$ cat config.mk
export PLATFORM = sky130hd
export DESIGN_NAME = ds_pixel_packer_flat
export DESIGN_NICKNAME = d
export VERILOG_FILES = /design/src/rtl/ds_pixel_packer_pkg.sv /design/src/rtl/ds_pixel_packer_if.sv /design/src/rtl/ds_word_fifo.sv /design/src/rtl/ds_pixel_packer.sv /design/src/flat_wrapper.sv
export SDC_FILE = /design/constraint.sdc
export NUM_CORES = 1
export LEC_CHECK = 0
export CAP_MARGIN = 20
export CORE_MARGIN = 2
export CORE_UTILIZATION = 50
export CTS_CLUSTER_SIZE = 28
export DETAILED_ROUTE_END_ITERATION = 8
export PLACE_DENSITY_LB_ADDON = 0.08
export REMOVE_ABC_BUFFERS = 1
export SLEW_MARGIN = 20
export SYNTH_ARGS = -nofsm -noshare
export SYNTH_HDL_FRONTEND = slang
export SYNTH_SLANG_ARGS = --single-unit
$ cat constraint.sdc
create_clock -name clk_i -period 2.1 [get_ports clk_i]
set_input_delay 0.315 -clock clk_i [delete_from_list [all_inputs] [get_ports clk_i]]
set_output_delay 0.315 -clock clk_i [all_outputs]
set_load 0.02 [all_outputs]
$ cat src/rtl/ds_pixel_packer_pkg.sv
// Shared constants and the word record for the downsampler's pixel packer stage.
package ds_pixel_packer_pkg;

  localparam int unsigned DS_ACTIVE_COLS   = 200;
  localparam int unsigned DS_ACTIVE_ROWS   = 150;
  localparam int unsigned DS_WORDS_PER_ROW = DS_ACTIVE_COLS / 4;

  typedef struct packed {
    logic        eol;
    logic        sof;
    logic [31:0] data;
  } packed_word_t;

endpackage

$ cat src/rtl/ds_pixel_packer_if.sv
// Pixel-in / word-out handshake bundle for ds_pixel_packer.
interface ds_pixel_packer_if;

  logic        valid;
  logic [7:0]  data;
  logic        blankingregion;
  logic        word_valid;
  logic [31:0] word_data;
  logic        word_sof;
  logic        word_eol;
  logic        word_ready;

  // Environment side: drives pixels, consumes words.
  modport master (
    output valid,
    output data,
    output blankingregion,
    output word_ready,
    input  word_valid,
    input  word_data,
    input  word_sof,
    input  word_eol
  );

  // Packer side.
  modport slave (
    input  valid,
    input  data,
    input  blankingregion,
    input  word_ready,
    output word_valid,
    output word_data,
    output word_sof,
    output word_eol
  );

endinterface

$ cat src/rtl/ds_word_fifo.sv
// First-word-fall-through FIFO of packed words; storage is reset so the head is never X.
module ds_word_fifo
  import ds_pixel_packer_pkg::*;
#(
  parameter int unsigned Depth = 4
) (
  input  logic         clk_i,
  input  logic         rst_ni,
  input  logic         push_i,
  input  packed_word_t wdata_i,
  input  logic         pop_i,
  output packed_word_t rdata_o,
  output logic         full_o,
  output logic         empty_o
);

  localparam int unsigned AddrW = (Depth > 1) ? $clog2(Depth) : 1;
  localparam int unsigned PtrW  = AddrW + 1;

  packed_word_t          mem_q [Depth];
  logic [PtrW-1:0]       wr_ptr_q, wr_ptr_d;
  logic [PtrW-1:0]       rd_ptr_q, rd_ptr_d;
  logic                  do_push, do_pop;

  assign empty_o = (wr_ptr_q == rd_ptr_q);
  assign full_o  = (wr_ptr_q[AddrW] != rd_ptr_q[AddrW]) &&
                   (wr_ptr_q[AddrW-1:0] == rd_ptr_q[AddrW-1:0]);

  // A pop frees the slot in the same edge, so push on full succeeds when popping.
  assign do_pop  = pop_i && !empty_o;
  assign do_push = push_i && (!full_o || do_pop);

  always_comb begin
    wr_ptr_d = wr_ptr_q;
    rd_ptr_d = rd_ptr_q;
    if (do_push) wr_ptr_d = wr_ptr_q + PtrW'(1);
    if (do_pop)  rd_ptr_d = rd_ptr_q + PtrW'(1);
  end

  always_ff @(posedge clk_i or negedge rst_ni) begin
    if (!rst_ni) begin
      wr_ptr_q <= '0;
      rd_ptr_q <= '0;
    end else begin
      wr_ptr_q <= wr_ptr_d;
      rd_ptr_q <= rd_ptr_d;
    end
  end

  always_ff @(posedge clk_i or negedge rst_ni) begin
    if (!rst_ni) begin
      for (int i = 0; i < int'(Depth); i++) mem_q[i] <= '0;
    end else if (do_push) begin
      mem_q[wr_ptr_q[AddrW-1:0]] <= wdata_i;
    end
  end

  assign rdata_o = mem_q[rd_ptr_q[AddrW-1:0]];

endmodule

$ cat src/rtl/ds_pixel_packer.sv
// Drops blanking pixels, packs four active pixels per 32-bit word with frame/row tags,
// and queues words toward the frame-buffer writer with a sticky overflow flag.
module ds_pixel_packer
  import ds_pixel_packer_pkg::*;
#(
  parameter int unsigned ActiveCols = DS_ACTIVE_COLS,
  parameter int unsigned ActiveRows = DS_ACTIVE_ROWS,
  parameter int unsigned FifoDepth  = 4
) (
  input  logic               clk_i,
  input  logic               rst_ni,
  ds_pixel_packer_if.slave   bus,
  input  logic               overflow_clear_i,
  output logic               overflow_o
);

  localparam int unsigned ColW = $clog2(ActiveCols);
  localparam int unsigned RowW = $clog2(ActiveRows);
  localparam logic [ColW-1:0] ColLast = ColW'(ActiveCols - 1);
  localparam logic [RowW-1:0] RowLast = RowW'(ActiveRows - 1);

  logic [ColW-1:0] col_q, col_d;
  logic [RowW-1:0] row_q, row_d;
  logic [23:0]     hold_q, hold_d;
  logic            overflow_q, overflow_d;

  logic            accept;
  logic            push;
  logic            drop;
  logic [1:0]      lane;
  packed_word_t    push_word;
  packed_word_t    head_word;
  logic            fifo_full, fifo_empty;

  assign accept = bus.valid && !bus.blankingregion;
  assign lane   = col_q[1:0];

  always_comb begin
    col_d  = col_q;
    row_d  = row_q;
    hold_d = hold_q;
    push   = 1'b0;
    if (accept) begin
      if (col_q == ColLast) begin
        col_d = '0;
        row_d = (row_q == RowLast) ? '0 : row_q + RowW'(1);
      end else begin
        col_d = col_q + ColW'(1);
      end
      unique case (lane)
        2'd0: hold_d[7:0]   = bus.data;
        2'd1: hold_d[15:8]  = bus.data;
        2'd2: hold_d[23:16] = bus.data;
        2'd3: push          = 1'b1;
        default: ;
      endcase
    end
  end

  always_comb begin
    push_word.data = {bus.data, hold_q};
    push_word.sof  = (row_q == '0) && (col_q == ColW'(3));
    push_word.eol  = (col_q == ColLast);
  end

  // Full implies non-empty, so a ready head is always popped on this edge.
  assign drop = push && fifo_full && !bus.word_ready;

  always_comb begin
    overflow_d = overflow_q;
    if (drop) begin
      overflow_d = 1'b1;
    end else if (overflow_clear_i) begin
      overflow_d = 1'b0;
    end
  end

  always_ff @(posedge clk_i or negedge rst_ni) begin
    if (!rst_ni) begin
      col_q      <= '0;
      row_q      <= '0;
      hold_q     <= '0;
      overflow_q <= 1'b0;
    end else begin
      col_q      <= col_d;
      row_q      <= row_d;
      hold_q     <= hold_d;
      overflow_q <= overflow_d;
    end
  end

  ds_word_fifo #(
    .Depth (FifoDepth)
  ) u_fifo (
    .clk_i   (clk_i),
    .rst_ni  (rst_ni),
    .push_i  (push),
    .wdata_i (push_word),
    .pop_i   (bus.word_ready),
    .rdata_o (head_word),
    .full_o  (fifo_full),
    .empty_o (fifo_empty)
  );

  assign bus.word_valid = !fifo_empty;
  assign bus.word_data  = head_word.data;
  assign bus.word_sof   = head_word.sof;
  assign bus.word_eol   = head_word.eol;
  assign overflow_o     = overflow_q;

endmodule

$ cat src/flat_wrapper.sv
// flat-port wrapper written by rule: the top's interface ports become plain ports
module ds_pixel_packer_flat import ds_pixel_packer_pkg::*;
#(
  parameter int unsigned ActiveCols = DS_ACTIVE_COLS,
  parameter int unsigned ActiveRows = DS_ACTIVE_ROWS,
  parameter int unsigned FifoDepth  = 4
)
  (clk_i, rst_ni, overflow_clear_i, overflow_o, bus_valid, bus_data, bus_blankingregion, bus_word_ready, bus_word_valid, bus_word_data, bus_word_sof, bus_word_eol);
  ds_pixel_packer_if bus_i ();
  input  logic clk_i;
  input  logic rst_ni;
  input  logic overflow_clear_i;
  output logic overflow_o;
  input wire logic [$bits(bus_i.valid)-1:0] bus_valid;
  input wire logic [$bits(bus_i.data)-1:0] bus_data;
  input wire logic [$bits(bus_i.blankingregion)-1:0] bus_blankingregion;
  input wire logic [$bits(bus_i.word_ready)-1:0] bus_word_ready;
  output wire logic [$bits(bus_i.word_valid)-1:0] bus_word_valid;
  output wire logic [$bits(bus_i.word_data)-1:0] bus_word_data;
  output wire logic [$bits(bus_i.word_sof)-1:0] bus_word_sof;
  output wire logic [$bits(bus_i.word_eol)-1:0] bus_word_eol;
  assign bus_i.valid = bus_valid;
  assign bus_i.data = bus_data;
  assign bus_i.blankingregion = bus_blankingregion;
  assign bus_i.word_ready = bus_word_ready;
  assign bus_word_valid = bus_i.word_valid;
  assign bus_word_data = bus_i.word_data;
  assign bus_word_sof = bus_i.word_sof;
  assign bus_word_eol = bus_i.word_eol;
  ds_pixel_packer #(.ActiveCols(ActiveCols), .ActiveRows(ActiveRows), .FifoDepth(FifoDepth)) u_core (.clk_i(clk_i), .rst_ni(rst_ni), .bus(bus_i), .overflow_clear_i(overflow_clear_i), .overflow_o(overflow_o));
endmodule
== Word level (Yosys, flattened, before mapping) ==
Index checks and enable logic that the tools add are counted.
Storage, ports and cells
  input bits: 14
  flip-flop bits (word level): 183
  logic and storage cells: 70
  output and inout port bits: 36
Cells by class
  equal/unequal tests: 9
  $lt $le $gt $ge: 3
  bitwise logic cells: 2
  reductions and logical operators: 20
  $add $sub $neg: 4
  muxes and demuxes: 12
Operators by type and width (number)
  136-bit bitwise mux: 1
  34-bit 2-to-1 mux: 3
  34-bit binary-select mux with 2-bit select: 1
  34-bit demux with 2-bit select: 1
  8-bit by 1-bit adder with 8-bit output, second input constant: 2
  8-bit equality test, second input constant: 2
  8-bit 2-to-1 mux: 2
  8-bit by 2-bit equality test with 1-bit output, second input constant: 1
  1-bit logical AND: 8
  8-bit zero test: 1
  2-bit AND reduction: 4
  3-bit by 1-bit adder with 3-bit output, second input constant: 2
  3-bit >= comparator, second input constant: 2
  2-bit NOT with 3-bit output: 2
  2-bit equality test, second input constant: 2
  1-bit zero test: 4
  1-bit 2-to-1 mux: 4
  3-bit equality test: 1
  3-bit by 1-bit < comparator with 1-bit output, second input constant: 1
  2-bit by 1-bit equality test with 1-bit output, second input constant: 1
  2-bit equality test: 1
  2-bit zero test: 1
  2-bit nonzero test: 1
  1-bit logical OR: 1
  1-bit != test: 1

== Logic depth before layout (Yosys ltp) ==
Gate-level depths: netlist of run 1.
  word-level depth: 6
  gate-level depth with buffers: 7
  gate-level depth less buffers: 6

== By module ==
Synthesis of run 1 repeated with hierarchy kept, for this count alone.
Unflattened totals
  cells, all modules: 521
  area total of the unflattened synthesis: 8374.3 um2
By module, submodules not included
  ds_word_fifo: cells each 370, times used 1, seq. area each 3553.4 um2, area each 6463.7 um2
  ds_pixel_packer: cells each 151, times used 1, seq. area each 1026.0 um2, area each 1910.6 um2

== Least setup slack after synthesis of run 1 ==
No wires, ideal clock.
  path type: register -> register
  start point: register u_core.u_fifo.rd_ptr_q[1]
  end point: register u_core.u_fifo.mem_q[10] (netlist name)
  buffers on the path: 2
  clock period less this slack: 2052 ps
  setup time: 125 ps
  data arrival time: 1927 ps
  slack: 48 ps
  cell stages (with the launch flop): 6
  required time: 1975 ps
  cell sequence: dfrtp_1 -> buf_6 -> xor2_4 -> o41ai_4 -> buf_6 -> mux2_4
Between the ends
  word-level cells in the longest chain between the ends: 5
  elaborated cells on any way between the ends: 8
  those cells by class: eq/ne: 2; reduce/logical: 6
RTL lines
  start, declared: line ds_word_fifo.sv:22  | logic [PtrW-1:0] rd_ptr_q, rd_ptr_d;
  start signal, assigned: line ds_word_fifo.sv:46  | rd_ptr_q <= rd_ptr_d;
  3-bit equality test or 2-bit equality test (tied branches): line ds_word_fifo.sv:25, ds_word_fifo.sv:27
  1-bit zero test or 1-bit logical AND (tied branches): line ds_word_fifo.sv:30, ds_word_fifo.sv:26
  1-bit logical AND or 1-bit zero test (tied branches): line ds_word_fifo.sv:30, ds_word_fifo.sv:31
  1-bit logical OR (*): line ds_word_fifo.sv:31  | assign do_push = push_i && (!full_o || do_pop);
  1-bit logical AND (*): line ds_word_fifo.sv:31
  end signal, assigned by index: line ds_word_fifo.sv:54  | mem_q[wr_ptr_q[AddrW-1:0]] <= wdata_i;
  end, declared: line ds_word_fifo.sv:20  | packed_word_t mem_q [Depth];
Mark *: on every way between the ends. The rest lies on a longest branch, timed or not.
A chain may end at the register's enable or synchronous reset.

== Worst setup path in the final report of run 1 ==
  start point: register u_core.u_fifo.rd_ptr_q[0]
  end point: output bus_word_data[2]
Between the ends
  word-level cells in the longest chain between the ends: 4
RTL lines
  2-bit NOT with 3-bit output (implied by the code): line ds_word_fifo.sv:58  | assign rdata_o = mem_q[rd_ptr_q[AddrW-1:0]];
  34-bit binary-select mux with 2-bit select: line ds_word_fifo.sv:58
  34-bit 2-to-1 mux (implied by the code) (2 in series): line ds_word_fifo.sv:58
  end, declared: line flat_wrapper.sv:19  | output wire logic [$bits(bus_i.word_data)-1:0] bus_word_data;
No other way between the ends. The select of a mux whose other input is x is not followed.

==> impl_metrics.env, run 1 <==
export IMPL_start_util_pct=51.63
export IMPL_layout_setup_ws_ps=-55.51
export IMPL_cts_sinks=183
export IMPL_muxShareOfSynthArea_pct=31.29
export IMPL_num_io_pins=50
export IMPL_fin_crit_ps=2156
export IMPL_critPathCapture="bus_word_data[2]"
export IMPL_met1_usage_pct=28.47
export IMPL_place_ws_ps=-59.75
export IMPL_drv_slew=0
export IMPL_use_met2_pct=34.08
export IMPL_power_density_mw_per_mm2=1406
export IMPL_cap_violations=0
export IMPL_routed_via_density=5.616
export IMPL_finalClockSkew_ps=8.467
export IMPL_synthSimpleGateAreaFrac_pct=4.226
export IMPL_gr_usage_met3_pct=3.487
export IMPL_die_y_um=132.5
export IMPL_netlist_instances=513
export IMPL_min_period_over_period_pct=102.6
export IMPL_grt_total_usage_pct=20.68
export IMPL_final_hold_viol_count=0
export IMPL_io_buffers=49
export IMPL_drc=0
export IMPL_overflow=0
export IMPL_cts_buffer_depth=2
export IMPL_diodes=0
export IMPL_design_area_mm2=0.01037
export IMPL_grt_pass1_vias=5153
export IMPL_num_nets_final=643
export IMPL_synth_top_family_by_area="multiplexers"
export IMPL_crit_path_end_kind="output port"
export IMPL_path_clk_slew_ps=70
export IMPL_p_leak_uw=0.004953
export IMPL_drt_antenna_violating_nets=0
export IMPL_synthArstFlopShare_pct=100.0
export IMPL_drive_gt1_share_pct=50.32
export IMPL_synthToLayoutAreaGrowth_pct=25.51
export IMPL_tightest_slew_ps=634.4
export IMPL_die_w_um=132.5
export IMPL_critPathMaxFanout=8
export IMPL_dieArea_mm2=0.01757
export IMPL_wl_per_cell_um=21.44
export IMPL_synth_seq_cells=183
export IMPL_rows=46
export IMPL_critPathLaunch="u_core.u_fifo.rd_ptr_q[0]$_DFFE_PN0P_"
export IMPL_core_area_mm2=0.01600
export IMPL_timing_rr_end="u_core.u_fifo.mem_q[44]$_DFFE_PN0P_"
export IMPL_yosys_warnings=0
export IMPL_rsz0062_at_grt="true"
export IMPL_grt_pass1_wl_um=27930
export IMPL_drtPass1Iterations=4
export IMPL_synthAdderAreaFrac_pct=1.818
export IMPL_fmax_mhz=463.9
export IMPL_synth_xor_area_share_pct=1.999
export IMPL_arrival_ps=1840
export IMPL_yosysUniqueCellTypes=41
export IMPL_slew_headroom_pct=57.71
export IMPL_vias=4751
export IMPL_grt_start_max_net_pins=66
export IMPL_rr_worst_depth=6
export IMPL_clockRootBuffer="clkbuf_16"
export IMPL_reg2reg_setup_slack_ps=-10
export IMPL_violations="setup timing"
export IMPL_worstPathRequired_ps=1780
export IMPL_grt_busiest_layer="met2"
export IMPL_syn_area_per_cell_um2=16.10
export IMPL_routed_wl_um=18140
export IMPL_dp_hpwl_um=9979
export IMPL_peakVddDrop_v=0.0007400
export IMPL_cts_tree="built"
export IMPL_worst_setup_path_start_kind="flop"
export IMPL_syn_cell_area_mm2=0.008260
export IMPL_synth_edff_count=0
export IMPL_fin_util_pct=64.80
export IMPL_cts_buffers=17
export IMPL_yosysSeqAreaShare_pct=55.44
export IMPL_grt_antenna_before_repair=0
export IMPL_synth_main_ff_cell="dfrtp_1"
export IMPL_placed_cell_area_mm2=0.009246
export IMPL_drtIter0Drc=271
export IMPL_hp_class="input pin to async pin"
export IMPL_rr_startpoint="u_core.u_fifo.rd_ptr_q[0]$_DFFE_PN0P_"
export IMPL_outcome="finished, violations left"
export IMPL_htree_levels=4
export IMPL_insertion_delay_ps=420
export IMPL_worstSetupPathType="flop to output port"
export IMPL_gp_congestion=0.7650
export IMPL_synth_compound_area_share_pct=2.545
export IMPL_setup_viol=22
==> logic make-up after synthesis <==
kind of cell / Yosys count
multiplexers: 189
flip-flops: 183
AND/OR/NAND/NOR: 60
buffers and inverters: 31
AO/OA/AOI/OAI: 23
XOR/XNOR: 15
adder cells (fa/ha/maj): 12
==> layout by cell type, fill, tap and decap left out, drive strengths merged <==
cell           netlist  layout
nor2b                1       1
nand2               19      19
o22ai                1       1
dlygate4sd3          0       1
clkdlybuf4s50        0      13
and4b                5       5
xor2                 5       5
buf                 18      88
o21ai               14      14
nor3                 2       2
nor2                 3       3
nand3                7       7
clkinv               0       3
or3                  1       1
nor4b                2       2
nand2b               1       1
nor4                 1       1
nor3b                1       1
ha                  12      12
inv                  8       9
and3                 5       5
a21oi                2       2
bufinv               0       3
clkbuf               5      27
or4                  3       3
a31oi                1       1
dfrtp              183     183
xnor2               10      10
and4                 1       1
nand4                7       7
mux4                34      34
a21o                 1       1
clkinvlp             0       4
or3b                 1       1
mux2i                1       1
o41ai                4       4
mux2               154     154
==> where the power goes <==
part / total, uW / internal, uW / switching [uW]
clock: 3280 / 1940 / 1340
sequential: 5720 / 4800 / 918
combinational: 5570 / 3290 / 2280
==> worst min-delay path by stage <==
stage / to / slack [ps] / cells past startpoint
6_report: u_core.u_fifo.mem_q[56]$_DFFE_PN0P_ / 450 / 2
2_1_floorplan: u_core.col_q[0]$_DFFE_PN0P_ / 20 / 0
3_5_place_dp: u_core.u_fifo.mem_q[56]$_DFFE_PN0P_ / 360 / 1
3_3_place_gp: u_core.u_fifo.mem_q[90]$_DFFE_PN0P_ / 350 / 1
4_1_cts: u_core.overflow_o$_DFFE_PN0P_ / 460 / 2
5_1_grt: u_core.overflow_o$_DFFE_PN0P_ / 480 / 2
==> cell usage after synthesis (2+ instances only) <==
master	number	share of area, %
a21oi_1	2	0.12
and3_1	5	0.38
and4b_1	5	0.61
buf_2	3	0.18
buf_6	13	1.8
clkbuf_1	5	0.23
dfrtp_1	183	55
ha_1	12	1.8
inv_1	8	0.36
mux2_1	16	2.2
mux2_2	118	16
mux2_4	20	3.6
mux4_2	34	9.3
nand2_1	19	0.86
nand3_1	7	0.42
nand4_1	7	0.53
nor2_1	3	0.14
nor3_1	2	0.12
o21ai_0	14	0.85
o41ai_4	4	1.3
or4_1	3	0.27
xnor2_1	9	0.95
xor2_1	3	0.32
==> sequential cells by signal, summed over array words and instances, names as in the netlist <==
register	cells
u_core.col_q	8
u_core.hold_q	24
u_core.overflow_o	1
u_core.row_q	8
u_core.u_fifo.mem_q	136
u_core.u_fifo.rd_ptr_q	3
u_core.u_fifo.wr_ptr_q	3
==> repair_timing <==
item                       CTS  global route
resized for setup          220            27
hold buffers                 1             0
setup buffers                9             3
pin swaps                    3             0
cloned                       6             7
setup endpoints to repair  103           138
hold endpoints to repair    59             0
==> per-stage QoR <==
step | setup TNS [ps] | hold WS [ps] | power, uW | cells
final | -468.0 | 452.7 | 14580 | 846
after global routing | -3708 | 476.2 | 15330 | 846
after CTS | -1947 | 461.1 | 14650 | 838
after detailed placement | -4005 | 361.9 | 10840 | 790
after global placement | -2763 | 346.5 | 10640 | 790
after floorplan | -288080 | 19.41 | 8757 | 490
==> critical path, cell delays in order (launching register included) <==
cell,delay [ps]
dfrtp_2,510
buf_12,190
mux4_2,560
buf_6,160
==> routing by layer <==
metal / part of all wire [%] / vias up
li1: - / 2112
met1: 46 / 2525
met2: 49 / 93
met3: 3.4 / 21
met4: 1.6 / 0
met5: 0 / -
==> layout make-up <==
| cell class | instances | area (um2) |
|---|---|---|
| clock buffers | 21 | 460.4 |
| well taps | 216 | 270.3 |
| inverters | 8 | 30.03 |
| repair buffers | 108 | 1335 |
| fillers | 1173 | 5633 |
| flip-flops and latches | 183 | 4582 |
| clock inverters | 11 | 147.6 |
| multi-input cells | 299 | 3542 |
Power figures use the tool's default switching activity.
==> inputs of run 2 (changes only) <==
Settings changed: CORE_MARGIN 2 to not set, SKIP_CTS_REPAIR_TIMING set to 1.
==> impl_metrics.env, run 2 (synthesized netlist as in run 1, its figures left out) <==
export IMPL_hp_class="input pin to async pin"
export IMPL_fmax_mhz=454.1
export IMPL_arrival_ps=1890
export IMPL_p_leak_uw=0.005042
export IMPL_layout_setup_ws_ps=-102.1
export IMPL_crit_path_end_kind="output port"
export IMPL_min_period_over_period_pct=104.9
export IMPL_critPathMaxFanout=8
export IMPL_finalClockSkew_ps=7.542
export IMPL_worstSetupPathType="flop to output port"
export IMPL_start_util_pct=51.63
export IMPL_setup_viol=147
export IMPL_drive_gt1_share_pct=49.45
export IMPL_final_hold_viol_count=0
export IMPL_die_w_um=130.5
export IMPL_num_io_pins=50
export IMPL_clockRootBuffer="clkbuf_16"
export IMPL_cts_buffer_depth=2
export IMPL_reg_largest_list="u_core.u_fifo.mem_q (136), u_core.hold_q (24)"
export IMPL_cap_violations=0
export IMPL_overflow=0
export IMPL_core_area_mm2=0.01600
export IMPL_worst_setup_path_start_kind="flop"
export IMPL_grt_pass1_wl_um=25980
export IMPL_path_clk_slew_ps=60
export IMPL_layout_commonest_cell="dfrtp_1"
export IMPL_dp_hpwl_um=10180
export IMPL_diodes=0
export IMPL_drtIter0Drc=331
export IMPL_grt_antenna_before_repair=0
export IMPL_vias=4730
export IMPL_fin_util_pct=65.59
export IMPL_wl_per_cell_um=21.22
export IMPL_grt_pass1_vias=4834
export IMPL_power_density_mw_per_mm2=1396
export IMPL_worstPathRequired_ps=1780
export IMPL_synthToLayoutAreaGrowth_pct=27.05
export IMPL_die_y_um=130.5
export IMPL_drt_antenna_violating_nets=0
export IMPL_num_nets_final=648
export IMPL_tightest_slew_ps=394.6
export IMPL_cts_tree="built"
export IMPL_drv_slew=0
export IMPL_peakVddDrop_v=0.0007119
export IMPL_grt_start_max_net_pins=75
export IMPL_io_buffers=49
export IMPL_cts_buffers=17
export IMPL_drc=0
export IMPL_grt_total_usage_pct=20.53
export IMPL_dieArea_mm2=0.01704
export IMPL_place_ws_ps=-60.85
export IMPL_cts_sinks=183
export IMPL_top_register="u_core.u_fifo.mem_q"
export IMPL_drtPass1Iterations=5
export IMPL_violations="setup timing"
export IMPL_largest_register_ffs=136
export IMPL_rsz0062_at_grt="true"
export IMPL_gp_congestion=0.7657
export IMPL_rows=46
export IMPL_htree_levels=4
export IMPL_outcome="finished, violations left"
export IMPL_mostFrequentLayoutCells="dfrtp_1, mux2_2, mux2_4"
export IMPL_routed_wl_um=18050
export IMPL_slew_headroom_pct=73.69
export IMPL_routed_via_density=5.558
export IMPL_fin_crit_ps=2202
export IMPL_insertion_delay_ps=430
## run 2: layout make-up
| cell class | instances | area, um2 |
|---|---|---|
| clock inverter | 8 | 120.1 |
| inverter | 8 | 30.03 |
| timing repair buffer | 113 | 1433 |
| fill | 1177 | 5505 |
| clock buffer | 24 | 481.7 |
| tap | 216 | 270.3 |
| sequential | 183 | 4584 |
| multi-input combinational | 299 | 3576 |
## run 2: power by group
group | leakage [uW] | internal, uW | switching [uW]
Combinational | 0.00237 | 3370 | 2260
Clock | 0.000290 | 1960 | 1300
Sequential | 0.00238 | 4810 | 954
## run 2: final timing paths
path	start	to	slack, ps	cells past startpoint
hold / removal	rst_ni	u_core.u_fifo.mem_q[87]$_DFFE_PN0P_	370	2
min in group clk_i	overflow_clear_i	u_core.overflow_o$_DFFE_PN0P_	460	2
setup / recovery	u_core.u_fifo.rd_ptr_q[0]$_DFFE_PN0P_	bus_word_data[4]	-100	3
hold reg to reg	u_core.u_fifo.mem_q[101]$_DFFE_PN0P_	u_core.u_fifo.mem_q[101]$_DFFE_PN0P_	490	2
max in group asynchronous	rst_ni	u_core.hold_q[8]$_DFFE_PN0P_	990	3
setup reg to reg	u_core.u_fifo.rd_ptr_q[0]$_DFFE_PN0P_	u_core.u_fifo.mem_q[1]$_DFFE_PN0P_	-80	8
## run 2: metal layers
metal	GRT usage, %	share of wire (%)
met5	0	0
met4	6.153	1.2
met3	4.927	3.4
met2	32.96	48
met1	27.84	47
## run 2: worst max-delay path: stages, from the launching register on
cell       delay (ps)
dfrtp_4           560
clkbuf_16         220
mux4_2            520
buf_6             150
## run 2: metrics by stage
step                      setup TNS, ps  cells  total power, uW  hold slack [ps]  area, um2
after floorplan                 -288080    490             8757            19.41       8069
after global placement            -1378    792            10660            246.2       9261
after detailed placement          -4832    792            10870            251.8       9261
after CTS                        -14480    824            14170           -200.2       9863
after global routing             -13540    851            15450            392.4      10500
final                             -6618    851            14650            366.2      10500
